$ cat config.mk
export PLATFORM = sky130hd
export DESIGN_NAME = decode_execute_buffer_flat
export DESIGN_NICKNAME = d
export VERILOG_FILES = /design/src/rtl/common_pkg.sv /design/src/rtl/decode_execute_buffer_pkg.sv /design/src/rtl/decode_execute_buffer_if.sv /design/src/rtl/decode_execute_operand_patch.sv /design/src/rtl/decode_execute_buffer.sv /design/src/flat_wrapper.sv
export SDC_FILE = /design/constraint.sdc
export NUM_CORES = 1
export LEC_CHECK = 0
export ABC_CLOCK_PERIOD_IN_PS = 14800
export BUFFER_PORTS_ARGS = -buffer_cell sky130_fd_sc_hd__buf_2
export CAP_MARGIN = 20
export CORE_MARGIN = 4
export CORE_UTILIZATION = 35
export DETAILED_ROUTE_END_ITERATION = 10
export PLACE_DENSITY = 0.69
export SLEW_MARGIN = 0
export SYNTH_ARGS = -nofsm -noshare
export SYNTH_HDL_FRONTEND = slang
export SYNTH_SLANG_ARGS = --single-unit
$ cat constraint.sdc
create_clock -name clk -period 14.8 [get_ports clk]
set_input_delay 0.74 -clock clk [delete_from_list [all_inputs] [get_ports clk]]
set_output_delay 0.74 -clock clk [all_outputs]
set_load 0.01 [all_outputs]
$ cat src/rtl/common_pkg.sv
// Types shared across pipeline stages: raw instruction word, decoded control
// word and the hard-wired zero register index.
package common_pkg;

    typedef logic [31:0] instruction_type;

    typedef struct packed {
        logic [3:0] alu_op;
        logic       alu_src;
        logic       mem_read;
        logic       mem_write;
        logic       reg_write;
        logic       branch;
        logic       jump;
    } control_type;

    localparam logic [4:0] REG_ZERO = 5'd0;

endpackage

$ cat src/rtl/decode_execute_buffer_pkg.sv
// Payload type for one buffered decode->execute entry plus the write-back
// hit test used by the operand patch logic.
package decode_execute_buffer_pkg;
    import common_pkg::*;

    localparam int ID_EX_DATA_W = 32;

    typedef struct packed {
        logic [ID_EX_DATA_W-1:0] pc;
        instruction_type         instruction;
        logic                    compflg;
        logic [4:0]              rs1_id;
        logic [4:0]              rs2_id;
        logic [4:0]              rd_id;
        logic [ID_EX_DATA_W-1:0] read_data1;
        logic [ID_EX_DATA_W-1:0] read_data2;
        logic [ID_EX_DATA_W-1:0] immediate;
        control_type             control;
    } id_ex_entry_t;

    // Writes to x0 are architecturally discarded, so they never refresh operands.
    function automatic logic wbHit(input logic en, input logic [4:0] wid, input logic [4:0] rid);
        return en && (wid != REG_ZERO) && (wid == rid);
    endfunction

endpackage

$ cat src/rtl/decode_execute_buffer_if.sv
// Decode->execute handshake bundle including the write-back snoop and squash.
// master = surrounding pipeline, slave = the buffer.
interface decode_execute_buffer_if
    import common_pkg::*;
#(
    parameter int DATA_W = 32
);
    logic              in_valid;
    logic              in_ready;
    logic [DATA_W-1:0] in_pc;
    instruction_type   in_instruction;
    logic              in_compflg;
    logic [4:0]        in_rs1_id;
    logic [4:0]        in_rs2_id;
    logic [4:0]        in_rd_id;
    logic [DATA_W-1:0] in_read_data1;
    logic [DATA_W-1:0] in_read_data2;
    logic [DATA_W-1:0] in_immediate;
    control_type       in_control;

    logic              wb_write_en;
    logic [4:0]        wb_write_id;
    logic [DATA_W-1:0] wb_write_data;
    logic              squash;

    logic              out_valid;
    logic              out_ready;
    logic [DATA_W-1:0] out_pc;
    instruction_type   out_instruction;
    logic              out_compflg;
    logic [4:0]        out_rs1_id;
    logic [4:0]        out_rs2_id;
    logic [4:0]        out_rd_id;
    logic [DATA_W-1:0] out_read_data1;
    logic [DATA_W-1:0] out_read_data2;
    logic [DATA_W-1:0] out_immediate;
    control_type       out_control;

    modport master (
        output in_valid, in_pc, in_instruction, in_compflg, in_rs1_id, in_rs2_id, in_rd_id,
               in_read_data1, in_read_data2, in_immediate, in_control,
               wb_write_en, wb_write_id, wb_write_data, squash, out_ready,
        input  in_ready, out_valid, out_pc, out_instruction, out_compflg, out_rs1_id,
               out_rs2_id, out_rd_id, out_read_data1, out_read_data2, out_immediate, out_control
    );

    modport slave (
        input  in_valid, in_pc, in_instruction, in_compflg, in_rs1_id, in_rs2_id, in_rd_id,
               in_read_data1, in_read_data2, in_immediate, in_control,
               wb_write_en, wb_write_id, wb_write_data, squash, out_ready,
        output in_ready, out_valid, out_pc, out_instruction, out_compflg, out_rs1_id,
               out_rs2_id, out_rd_id, out_read_data1, out_read_data2, out_immediate, out_control
    );

endinterface

$ cat src/rtl/decode_execute_operand_patch.sv
// Combinational operand refresh: replaces rs1/rs2 operands of one entry with
// write-back data when the write-back targets that source register.
module decode_execute_operand_patch
    import decode_execute_buffer_pkg::*;
(
    input  id_ex_entry_t            entry_i,
    input  logic                    wbWriteEn_i,
    input  logic [4:0]              wbWriteId_i,
    input  logic [ID_EX_DATA_W-1:0] wbWriteData_i,
    output id_ex_entry_t            entry_o
);

    always_comb begin
        entry_o = entry_i;
        if (wbHit(wbWriteEn_i, wbWriteId_i, entry_i.rs1_id)) entry_o.read_data1 = wbWriteData_i;
        if (wbHit(wbWriteEn_i, wbWriteId_i, entry_i.rs2_id)) entry_o.read_data2 = wbWriteData_i;
    end

endmodule

$ cat src/rtl/decode_execute_buffer.sv
// Elastic decode->execute buffer with write-back operand snooping and squash.
// Optional performance counters are enabled with `define ID_EX_PERF_CNT_EN.
module decode_execute_buffer
    import common_pkg::*;
    import decode_execute_buffer_pkg::*;
#(
    parameter int DEPTH       = 2,
    parameter int DATA_W      = 32,
    parameter int STALL_CNT_W = 32
)(
    input  logic                       clk,
    input  logic                       rst,
    decode_execute_buffer_if.slave     bus,
    output logic [STALL_CNT_W-1:0]     stall_cycles,
    output logic [15:0]                squash_count
);

    localparam int PTR_W = $clog2(DEPTH);
    localparam logic [PTR_W:0] FULL_COUNT = (PTR_W+1)'(DEPTH);

    logic [PTR_W-1:0] wrPtr_q, wrPtr_d, rdPtr_q, rdPtr_d;
    logic [PTR_W:0]   count_q, count_d;
    id_ex_entry_t     entry_q [DEPTH];
    id_ex_entry_t     entry_d [DEPTH];
    id_ex_entry_t     patched [DEPTH];
    id_ex_entry_t     inEntry, inPatched, head;
    logic [DEPTH-1:0] entryValid;
    logic             push, pop;

    assign bus.in_ready  = (count_q != FULL_COUNT);
    assign bus.out_valid = (count_q != '0);
    assign push = bus.in_valid && bus.in_ready;
    assign pop  = bus.out_valid && bus.out_ready;

    assign inEntry = '{pc: bus.in_pc, instruction: bus.in_instruction, compflg: bus.in_compflg,
                       rs1_id: bus.in_rs1_id, rs2_id: bus.in_rs2_id, rd_id: bus.in_rd_id,
                       read_data1: bus.in_read_data1, read_data2: bus.in_read_data2,
                       immediate: bus.in_immediate, control: bus.in_control};

    decode_execute_operand_patch u_pushPatch (
        .entry_i       (inEntry),
        .wbWriteEn_i   (bus.wb_write_en),
        .wbWriteId_i   (bus.wb_write_id),
        .wbWriteData_i (bus.wb_write_data),
        .entry_o       (inPatched)
    );

    for (genvar g = 0; g < DEPTH; g++) begin : g_patch
        decode_execute_operand_patch u_patch (
            .entry_i       (entry_q[g]),
            .wbWriteEn_i   (bus.wb_write_en),
            .wbWriteId_i   (bus.wb_write_id),
            .wbWriteData_i (bus.wb_write_data),
            .entry_o       (patched[g])
        );
    end

    // An entry is live when its distance from the read pointer is below the count.
    always_comb begin
        entryValid = '0;
        for (int i = 0; i < DEPTH; i++) begin
            logic [PTR_W-1:0] offset;
            offset = PTR_W'(i) - rdPtr_q;
            entryValid[i] = ({1'b0, offset} < count_q);
        end
    end

    always_comb begin
        wrPtr_d = wrPtr_q;
        rdPtr_d = rdPtr_q;
        count_d = count_q;
        for (int i = 0; i < DEPTH; i++) begin
            entry_d[i] = entry_q[i];
            // The departing head is forwarded by execute, so it keeps its old operands.
            if (entryValid[i] && !(pop && (PTR_W'(i) == rdPtr_q))) entry_d[i] = patched[i];
        end
        if (bus.squash) begin
            count_d = '0;
            rdPtr_d = wrPtr_q;
        end else begin
            if (push) begin
                entry_d[wrPtr_q] = inPatched;
                wrPtr_d = wrPtr_q + PTR_W'(1);
            end
            if (pop) rdPtr_d = rdPtr_q + PTR_W'(1);
            case ({push, pop})
                2'b10:   count_d = count_q + (PTR_W+1)'(1);
                2'b01:   count_d = count_q - (PTR_W+1)'(1);
                default: count_d = count_q;
            endcase
        end
    end

    always_ff @(posedge clk or posedge rst) begin
        if (rst) begin
            wrPtr_q <= '0;
            rdPtr_q <= '0;
            count_q <= '0;
            for (int i = 0; i < DEPTH; i++) entry_q[i] <= '0;
        end else begin
            wrPtr_q <= wrPtr_d;
            rdPtr_q <= rdPtr_d;
            count_q <= count_d;
            for (int i = 0; i < DEPTH; i++) entry_q[i] <= entry_d[i];
        end
    end

    assign head = entry_q[rdPtr_q];
    assign bus.out_pc          = head.pc;
    assign bus.out_instruction = head.instruction;
    assign bus.out_compflg     = head.compflg;
    assign bus.out_rs1_id      = head.rs1_id;
    assign bus.out_rs2_id      = head.rs2_id;
    assign bus.out_rd_id       = head.rd_id;
    assign bus.out_read_data1  = head.read_data1;
    assign bus.out_read_data2  = head.read_data2;
    assign bus.out_immediate   = head.immediate;
    assign bus.out_control     = head.control;

`ifdef ID_EX_PERF_CNT_EN
    logic [STALL_CNT_W-1:0] stallCycles_q;
    logic [15:0]            squashCount_q;

    // Both counters saturate rather than wrap so long runs stay meaningful.
    always_ff @(posedge clk or posedge rst) begin
        if (rst) begin
            stallCycles_q <= '0;
            squashCount_q <= '0;
        end else begin
            if (bus.out_valid && !bus.out_ready && (stallCycles_q != '1))
                stallCycles_q <= stallCycles_q + STALL_CNT_W'(1);
            if (bus.squash && (count_q != '0) && (squashCount_q != 16'hFFFF))
                squashCount_q <= squashCount_q + 16'd1;
        end
    end

    assign stall_cycles = stallCycles_q;
    assign squash_count = squashCount_q;
`else
    assign stall_cycles = '0;
    assign squash_count = '0;
`endif

endmodule

$ cat src/flat_wrapper.sv
// flat-port wrapper written by rule: the top's interface ports become plain ports
module decode_execute_buffer_flat import common_pkg::*; import decode_execute_buffer_pkg::*;
#(
    parameter int DEPTH       = 2,
    parameter int DATA_W      = 32,
    parameter int STALL_CNT_W = 32
)
  (clk, rst, stall_cycles, squash_count, bus_in_valid, bus_in_pc, bus_in_instruction, bus_in_compflg, bus_in_rs1_id, bus_in_rs2_id, bus_in_rd_id, bus_in_read_data1, bus_in_read_data2, bus_in_immediate, bus_in_control, bus_wb_write_en, bus_wb_write_id, bus_wb_write_data, bus_squash, bus_out_ready, bus_in_ready, bus_out_valid, bus_out_pc, bus_out_instruction, bus_out_compflg, bus_out_rs1_id, bus_out_rs2_id, bus_out_rd_id, bus_out_read_data1, bus_out_read_data2, bus_out_immediate, bus_out_control);
  decode_execute_buffer_if #(.DATA_W(DATA_W)) bus_i ();
  input  logic clk;
  input  logic rst;
  output logic [STALL_CNT_W-1:0] stall_cycles;
  output logic [15:0] squash_count;
  input wire logic [$bits(bus_i.in_valid)-1:0] bus_in_valid;
  input wire logic [$bits(bus_i.in_pc)-1:0] bus_in_pc;
  input wire logic [$bits(bus_i.in_instruction)-1:0] bus_in_instruction;
  input wire logic [$bits(bus_i.in_compflg)-1:0] bus_in_compflg;
  input wire logic [$bits(bus_i.in_rs1_id)-1:0] bus_in_rs1_id;
  input wire logic [$bits(bus_i.in_rs2_id)-1:0] bus_in_rs2_id;
  input wire logic [$bits(bus_i.in_rd_id)-1:0] bus_in_rd_id;
  input wire logic [$bits(bus_i.in_read_data1)-1:0] bus_in_read_data1;
  input wire logic [$bits(bus_i.in_read_data2)-1:0] bus_in_read_data2;
  input wire logic [$bits(bus_i.in_immediate)-1:0] bus_in_immediate;
  input wire logic [$bits(bus_i.in_control)-1:0] bus_in_control;
  input wire logic [$bits(bus_i.wb_write_en)-1:0] bus_wb_write_en;
  input wire logic [$bits(bus_i.wb_write_id)-1:0] bus_wb_write_id;
  input wire logic [$bits(bus_i.wb_write_data)-1:0] bus_wb_write_data;
  input wire logic [$bits(bus_i.squash)-1:0] bus_squash;
  input wire logic [$bits(bus_i.out_ready)-1:0] bus_out_ready;
  output wire logic [$bits(bus_i.in_ready)-1:0] bus_in_ready;
  output wire logic [$bits(bus_i.out_valid)-1:0] bus_out_valid;
  output wire logic [$bits(bus_i.out_pc)-1:0] bus_out_pc;
  output wire logic [$bits(bus_i.out_instruction)-1:0] bus_out_instruction;
  output wire logic [$bits(bus_i.out_compflg)-1:0] bus_out_compflg;
  output wire logic [$bits(bus_i.out_rs1_id)-1:0] bus_out_rs1_id;
  output wire logic [$bits(bus_i.out_rs2_id)-1:0] bus_out_rs2_id;
  output wire logic [$bits(bus_i.out_rd_id)-1:0] bus_out_rd_id;
  output wire logic [$bits(bus_i.out_read_data1)-1:0] bus_out_read_data1;
  output wire logic [$bits(bus_i.out_read_data2)-1:0] bus_out_read_data2;
  output wire logic [$bits(bus_i.out_immediate)-1:0] bus_out_immediate;
  output wire logic [$bits(bus_i.out_control)-1:0] bus_out_control;
  assign bus_i.in_valid = bus_in_valid;
  assign bus_i.in_pc = bus_in_pc;
  assign bus_i.in_instruction = bus_in_instruction;
  assign bus_i.in_compflg = bus_in_compflg;
  assign bus_i.in_rs1_id = bus_in_rs1_id;
  assign bus_i.in_rs2_id = bus_in_rs2_id;
  assign bus_i.in_rd_id = bus_in_rd_id;
  assign bus_i.in_read_data1 = bus_in_read_data1;
  assign bus_i.in_read_data2 = bus_in_read_data2;
  assign bus_i.in_immediate = bus_in_immediate;
  assign bus_i.in_control = bus_in_control;
  assign bus_i.wb_write_en = bus_wb_write_en;
  assign bus_i.wb_write_id = bus_wb_write_id;
  assign bus_i.wb_write_data = bus_wb_write_data;
  assign bus_i.squash = bus_squash;
  assign bus_i.out_ready = bus_out_ready;
  assign bus_in_ready = bus_i.in_ready;
  assign bus_out_valid = bus_i.out_valid;
  assign bus_out_pc = bus_i.out_pc;
  assign bus_out_instruction = bus_i.out_instruction;
  assign bus_out_compflg = bus_i.out_compflg;
  assign bus_out_rs1_id = bus_i.out_rs1_id;
  assign bus_out_rs2_id = bus_i.out_rs2_id;
  assign bus_out_rd_id = bus_i.out_rd_id;
  assign bus_out_read_data1 = bus_i.out_read_data1;
  assign bus_out_read_data2 = bus_i.out_read_data2;
  assign bus_out_immediate = bus_i.out_immediate;
  assign bus_out_control = bus_i.out_control;
  decode_execute_buffer #(.DEPTH(DEPTH), .DATA_W(DATA_W), .STALL_CNT_W(STALL_CNT_W)) u_core (.clk(clk), .rst(rst), .bus(bus_i), .stall_cycles(stall_cycles), .squash_count(squash_count));
endmodule
==> results of run 1 <==
[power by group through the flow]
stage               clock network, mW  logic, mW  registers (mW)
finish                           1.07       1.93            1.82
global route                     1.15       2.09            1.88
CTS                              1.10       1.95            1.81
detailed placement                  0       1.93            1.83
global placement                    0       1.89            1.78
floorplan                           0       1.31            1.72
[cell usage after synthesis, drive strengths merged (2+ instances only)]
cell,instances
dfrtp,376
or4,2
nand2,375
a21oi,131
clkbuf,70
nor2b,2
o32ai,96
o22ai,33
buf,93
mux2,311
nor2,4
inv,34
xnor2,31
nor4,3
o21ai,4
nand3,5
o31ai,2
[state kept, by name, summed over array words and instances (netlist names)]
register	cells
u_core.count_q	2
u_core.entry_q	372
u_core.rdPtr_q	1
u_core.wrPtr_q	1
[placed cells by master (no fill, tap or decap), drive strengths merged, types with 2 or more instances in the layout]
cell type | netlist | final
mux2 | 311 | 311
xnor2 | 31 | 31
clkbuf | 70 | 62
dfrtp | 376 | 376
nor2 | 4 | 4
nand2 | 375 | 375
buf | 93 | 437
or4 | 2 | 2
o32ai | 96 | 96
clkinvlp | 0 | 3
o31ai | 2 | 2
clkinv | 0 | 6
nor4 | 3 | 3
bufinv | 0 | 2
nand3 | 5 | 5
conb | 1 | 48
nor2b | 2 | 2
o22ai | 33 | 33
diode | 0 | 17
inv | 34 | 38
a21oi | 131 | 131
o21ai | 4 | 4
[routing by layer]
layer | global-route usage [%] | vias up | part of all wire (%)
li1 | - | 6221 | -
met1 | 24.1 | 6961 | 39
met2 | 31.8 | 596 | 49
met3 | 3.83 | 149 | 7.1
met4 | 9.38 | 6 | 4.3
met5 | 0 | - | 0.074
[worst max-delay path, cell delays in order (launching register included)]
cell	delay, ns
dfrtp_4	0.86
buf_4	0.89
a21oi_1	0.16
a21o_1	0.23
nor4_2	0.26
buf_4	0.45
mux2_2	0.82
a21oi_1	0.17
[through the flow]
| step | hold WS (ns) | instance area (µm²) |
|---|---|---|
| 5_1_grt | 0.360 | 21500 |
| 4_1_cts | 0.341 | 21500 |
| 2_1_floorplan | 0.440 | 17700 |
| 3_5_place_dp | 0.457 | 20000 |
| 3_3_place_gp | 0.451 | 20000 |
| 6_report | 0.344 | 21500 |
[area by class of cell]
cell class	count	area (µm²)
Antenna cell	17	42.5
Clock buffer	62	1290
Clock inverter	15	148
Fill cell	4692	27800
Inverter	34	135
Multi-Input combinational cell	1063	7400
Sequential cell	376	9410
Tap cell	664	831
Timing Repair Buffer	437	2240
[how the worst min path moves through the flow]
stage,from,to,cells past startpoint
2_1_floorplan,u_core.entry_q[0],u_core.entry_q[0],2
3_3_place_gp,u_core.entry_q[24],u_core.entry_q[24],2
3_5_place_dp,u_core.entry_q[142],u_core.entry_q[142],2
4_1_cts,bus_in_pc[3],u_core.entry_q[157],3
5_1_grt,bus_in_pc[17],u_core.entry_q[171],3
6_report,rst,u_core.entry_q[89],2
[kinds of logic after synthesis]
family | count (synthesis)
flip-flops | 376
multiplexers | 311
XOR/XNOR | 32
buffers and inverters | 197
AO/OA/AOI/OAI | 272
AND/OR/NAND/NOR | 400
other | 1
==> flow_summary.yaml, run 1 <==
critical_path:
  path_class: "flip-flop to flip-flop"
  crit_arrival_ns: 4.43
  rrSetupSlack_ns: 10.76
  endpoint: "u_core.entry_q[63]"
  worstReg2RegEnd: "u_core.entry_q[63]"
  startpoint_type: "flip-flop"
  regToRegStartpoint: "u_core.rdPtr_q"
  required_ns: 15.19
  r2r_cells: 7
  crit_path_end_kind: "flip-flop"
  startpoint: "u_core.rdPtr_q"
  cp_max_fo: 72
pwr:
  p_sw_share_pct: 35.2
  p_clk_share_pct: 22.3
  power_per_cell_area_mw_per_mm2: 224
  finalPower_mw: 4.82
  vdd.ir_drop.worst_v: 0.000128
  switching_power_mw: 1.70
  power.internal_mw: 3.13
  comb_power_share_pct: 40.0
  pwr-share-seq_pct: 37.8
  p_leak_nw: 9.96
job:
  drv_cap: 0
timing:
  setup_ws_ns: 10.76
  rsz0062_at_grt: "false"
  max-slew-margin-rel_pct: 26.5
  tns_ns: 0
  drv_slew: 0
  worstMarginPinSlew_ns: 1.10
  hold_viol: 0
  setup_viol_count_final: 0
  fin_crit_sh_pct: 27.3
  period_needed_ns: 4.04
  skew_ns: 0.00908
  timing.fmax_mhz: 248
yosys:
  synth_top_family_by_area: "multiplexers"
  synth-seq-cells: 376
  syn_area_mm2: 0.0175
  yosys.area_share.xor_xnor_pct: 1.60
  synth_fa_ha_area_share_pct: 0
  synthCells: 1589
  synth-compound-area-share_pct: 10.3
  seq_area_frac_synth_pct: 53.7
  yosys.cell_types.count: 39
  synth-simple-area-share_pct: 8.94
  synth-async-reset-ratio_pct: 100
  synth.avg_cell_area_um2: 11.0
  synth_flop_cell: "dfrtp_1"
  synth_area_leaders: "dfrtp_1, mux2_2, nand2_1"
  synth.area.mux_share_pct: 20.0
  synth_edf_count: 0
  yosys.area.top_type: "dfrtp_1"
  yosys_warnings: 0
  synth_top_area_share_pct: 53.7
worst_hold_path:
  hold_class: "input port to asynchronous set/reset pin"
clock_network:
  cts_setup_buffers: 0
  cts_buffers: 44
  htreeDepth: 2
  cts_hold_buffers: 0
  clockBufferDepth: 3
  cts_tree: "yes"
  cts_root_buffer: "clkbuf_16"
  ctsResizeCount: 0
  worstSkewPairLatency_ns: 0.55
  worst_setup_hold_path_clk_slew_ns: 0.06
  cts_sinks: 376
routing:
  via_per_inst: 5.22
  drc_errors: 0
  ant_nets: 0
  drt_iter0_markers: 1128
  dr.pass1.iters: 5
  avgRoutedWirePerCell_um: 20.2
  vias: 13900
  routed_wl_um: 53800
place:
  io_buffers: 416
  gp_congestion: 0.840
  place_ws_ns: 10.77
  dpl.hpwl_um: 35100
  dp_cells: 2574
final_layout:
  syn_to_final_growth_pct: 22.7
  finalNonFillerCells: 2668
  finish.utilization_pct: 43.6
  finalNetCount: 2185
  drive_gt1_share_pct: 42.0
floorplan:
  core_area_mm2: 0.0493
  die_w_um: 232
  rows: 81
  initial_core_util_pct: 35.6
  io_pins: 465
  dieHeight_um: 232
  dieArea_mm2: 0.0537
global_routing:
  grt_first_pass_wirelength_um: 82600
  grt_pass1_vias: 14500
  grt_max_degree: 109
  antenna_found_initial: 21
  grt_usage_pct: 19.2
  grt_overflow: 0
run_status:
  outcome: "finished clean"
Note: power is estimated with default switching activity, not from simulation.
==> inputs of run 2 (changes only) <==
--- a/config.mk
+++ b/config.mk
@@ -5,13 +5,13 @@
 export SDC_FILE = /design/constraint.sdc
 export NUM_CORES = 1
 export LEC_CHECK = 0
-export ABC_CLOCK_PERIOD_IN_PS = 14800
+export ABC_CLOCK_PERIOD_IN_PS = 3700
 export BUFFER_PORTS_ARGS = -buffer_cell sky130_fd_sc_hd__buf_2
 export CAP_MARGIN = 20
 export CORE_MARGIN = 4
 export CORE_UTILIZATION = 35
 export DETAILED_ROUTE_END_ITERATION = 10
-export PLACE_DENSITY = 0.69
+export PLACE_DENSITY = 0.71
 export SLEW_MARGIN = 0
 export SYNTH_ARGS = -nofsm -noshare
 export SYNTH_HDL_FRONTEND = slang
==> constraint.sdc (replaced) <==
create_clock -name clk -period 3.7 [get_ports clk]
set_input_delay 0.185 -clock clk [delete_from_list [all_inputs] [get_ports clk]]
set_output_delay 0.185 -clock clk [all_outputs]
set_load 0.01 [all_outputs]
==> flow_summary.yaml, run 2 (same netlist as run 1, synthesis figures left out) <==
clock_network:
  cts_root_buffer: "clkbuf_16"
  ctsResizeCount: 0
  worst_setup_hold_path_clk_slew_ns: 0.06
  cts_tree: "yes"
  clockBufferDepth: 3
  worstSkewPairLatency_ns: 0.55
  cts_buffers: 43
  htreeDepth: 2
  cts_sinks: 376
global_routing:
  grtUsageMet2_pct: 33.7
  grt_usage_pct: 20.1
  grt_pass1_vias: 16700
  met1_usage_pct: 23.8
  grt_overflow: 0
  grt_first_pass_wirelength_um: 88000
  grt_max_degree: 116
  gr-usage-met3_pct: 4.15
  grt-busiest-layer: "met2"
  antenna_found_initial: 8
floorplan:
  dieArea_mm2: 0.0537
  core_area_mm2: 0.0493
  dieHeight_um: 232
  io_pins: 465
  die_w_um: 232
  rows: 81
  initial_core_util_pct: 35.6
critical_path:
  crit_arrival_ns: 3.85
  startpoint_type: "flip-flop"
  required_ns: 4.12
  startpoint: "u_core.rdPtr_q"
  path_class: "flip-flop to flip-flop"
  crit_path_end_kind: "flip-flop"
  cp_max_fo: 33
  rrSetupSlack_ns: 0.27
  regToRegStartpoint: "u_core.rdPtr_q"
timing:
  skew_ns: 0.0160
  hold_viol: 0
  setup_ws_ns: 0.272
  fin_crit_sh_pct: 92.6
  max-slew-margin-rel_pct: 28.0
  setup_viol_count_final: 0
  timing.fmax_mhz: 292
  drv_slew: 0
  rsz0062_at_grt: "false"
  worstMarginPinSlew_ns: 1.08
  tns_ns: 0
  period_needed_ns: 3.43
pwr:
  p_sw_share_pct: 35.0
  comb_power_share_pct: 42.4
  power.internal_mw: 12.9
  vdd.ir_drop.worst_v: 0.000512
  switching_power_mw: 6.97
  power_per_cell_area_mw_per_mm2: 818
  p_leak_nw: 11.1
  pwr-share-seq_pct: 36.8
  p_clk_share_pct: 20.8
place:
  dp_cells: 2583
  place_ws_ns: 0.890
  gp_congestion: 0.877
  io_buffers: 416
  dpl.hpwl_um: 35600
run_status:
  outcome: "finished clean"
routing:
  dr.pass1.iters: 6
  vias: 15300
  drc_errors: 0
  avgRoutedWirePerCell_um: 19.1
  routed_wl_um: 56300
  drt_iter0_markers: 1189
  ant_nets: 0
  via_per_inst: 5.20
final_layout:
  regMostFlops: "u_core.entry_q"
  final_common_cell: "buf_2"
  finalNetCount: 2469
  final_cell_mix: "buf_2, nand2_1, dfrtp_1, mux2_2, dlygate4sd3_1"
  top_regs: "u_core.entry_q (372), u_core.count_q (2)"
  drive_gt1_share_pct: 36.9
  finalNonFillerCells: 2949
  nFillCells: 4229
  largest_reg_flops: 372
  syn_to_final_growth_pct: 39.0
  finish.utilization_pct: 49.5
job:
  drv_cap: 0
worst_hold_path:
  hold_class: "input port to asynchronous set/reset pin"
-- run 2: cell types whose count changed in the layout (fill, tap and decap cells not counted) --
cell | before | now
clkbuf_1 | 7 | 12
inv_6 | 4 | 1
buf_12 | 0 | 8
buf_4 | 21 | 22
diode_2 | 17 | 13
clkbuf_16 | 45 | 43
dlygate4sd3_1 | 0 | 276
clkinvlp_4 | 3 | 4
clkbuf_8 | 10 | 9
clkinv_2 | 6 | 5
clkinv_4 | 0 | 2
inv_8 | 1 | 0
-- run 2: final cells by class --
type                       count  area [µm²]  area share, %
sequential                   376        9410           38.6
multi-input combinational   1063        7400           30.4
timing repair buffer         722        5170           21.2
clock buffer                  64        1240           5.11
tap                          664         831           3.41
clock inverter                13         134          0.550
inverter                      34         131          0.539
antenna                       13        32.5          0.134
-- run 2: worst max-delay path, stage by stage, from the launching register on --
cell and delay (ns):
dfrtp_4 0.64, nor2b_1 0.19, o22ai_1 0.13, nor4_2 0.29, buf_4 0.43, mux2_2 0.81, a21oi_1 0.18, dlygate4sd3_1 0.61
-- run 2: path summary, 6_finish.rpt --
kind / to / cells after the start
setup / recovery: u_core.entry_q[279] / 7
hold / removal: u_core.entry_q[83] / 3
setup reg to reg: u_core.entry_q[279] / 7
hold reg to reg: u_core.entry_q[165] / 2
max in group asynchronous: u_core.entry_q[198] / 4
min in group clk: u_core.entry_q[185] / 4
-- run 2: power groups by stage --
stage	clock, mW	combinational, mW	sequential (mW)
4_1_cts	4.26	8.40	7.27
5_1_grt	4.42	9.13	7.52
3_5_place_dp	0	7.72	7.32
2_1_floorplan	0	5.24	6.88
6_report	4.14	8.45	7.33
3_3_place_gp	0	7.50	7.21
-- run 2: what timing repair did --
action / 4_1_cts / 5_1_grt
hold endpoints to repair: 407 / 0
hold buffers: 276 / 0
setup buffers: 0 / 0
-- run 2: metrics by stage --
stage,power (mW),hold WS [ns],instance area [µm²]
global route,21.1,0.360,24300
floorplan,12.1,0.251,17700
finish,19.9,0.380,24400
CTS,19.9,0.333,24300
global placement,14.7,0.386,20200
detailed placement,15.0,0.393,20200
-- run 2: layer usage --
metal,vias up,part of all wire [%]
li1,6786,-
met1,7545,38
met2,773,49
met3,225,7.0
met4,0,5.8
met5,-,0
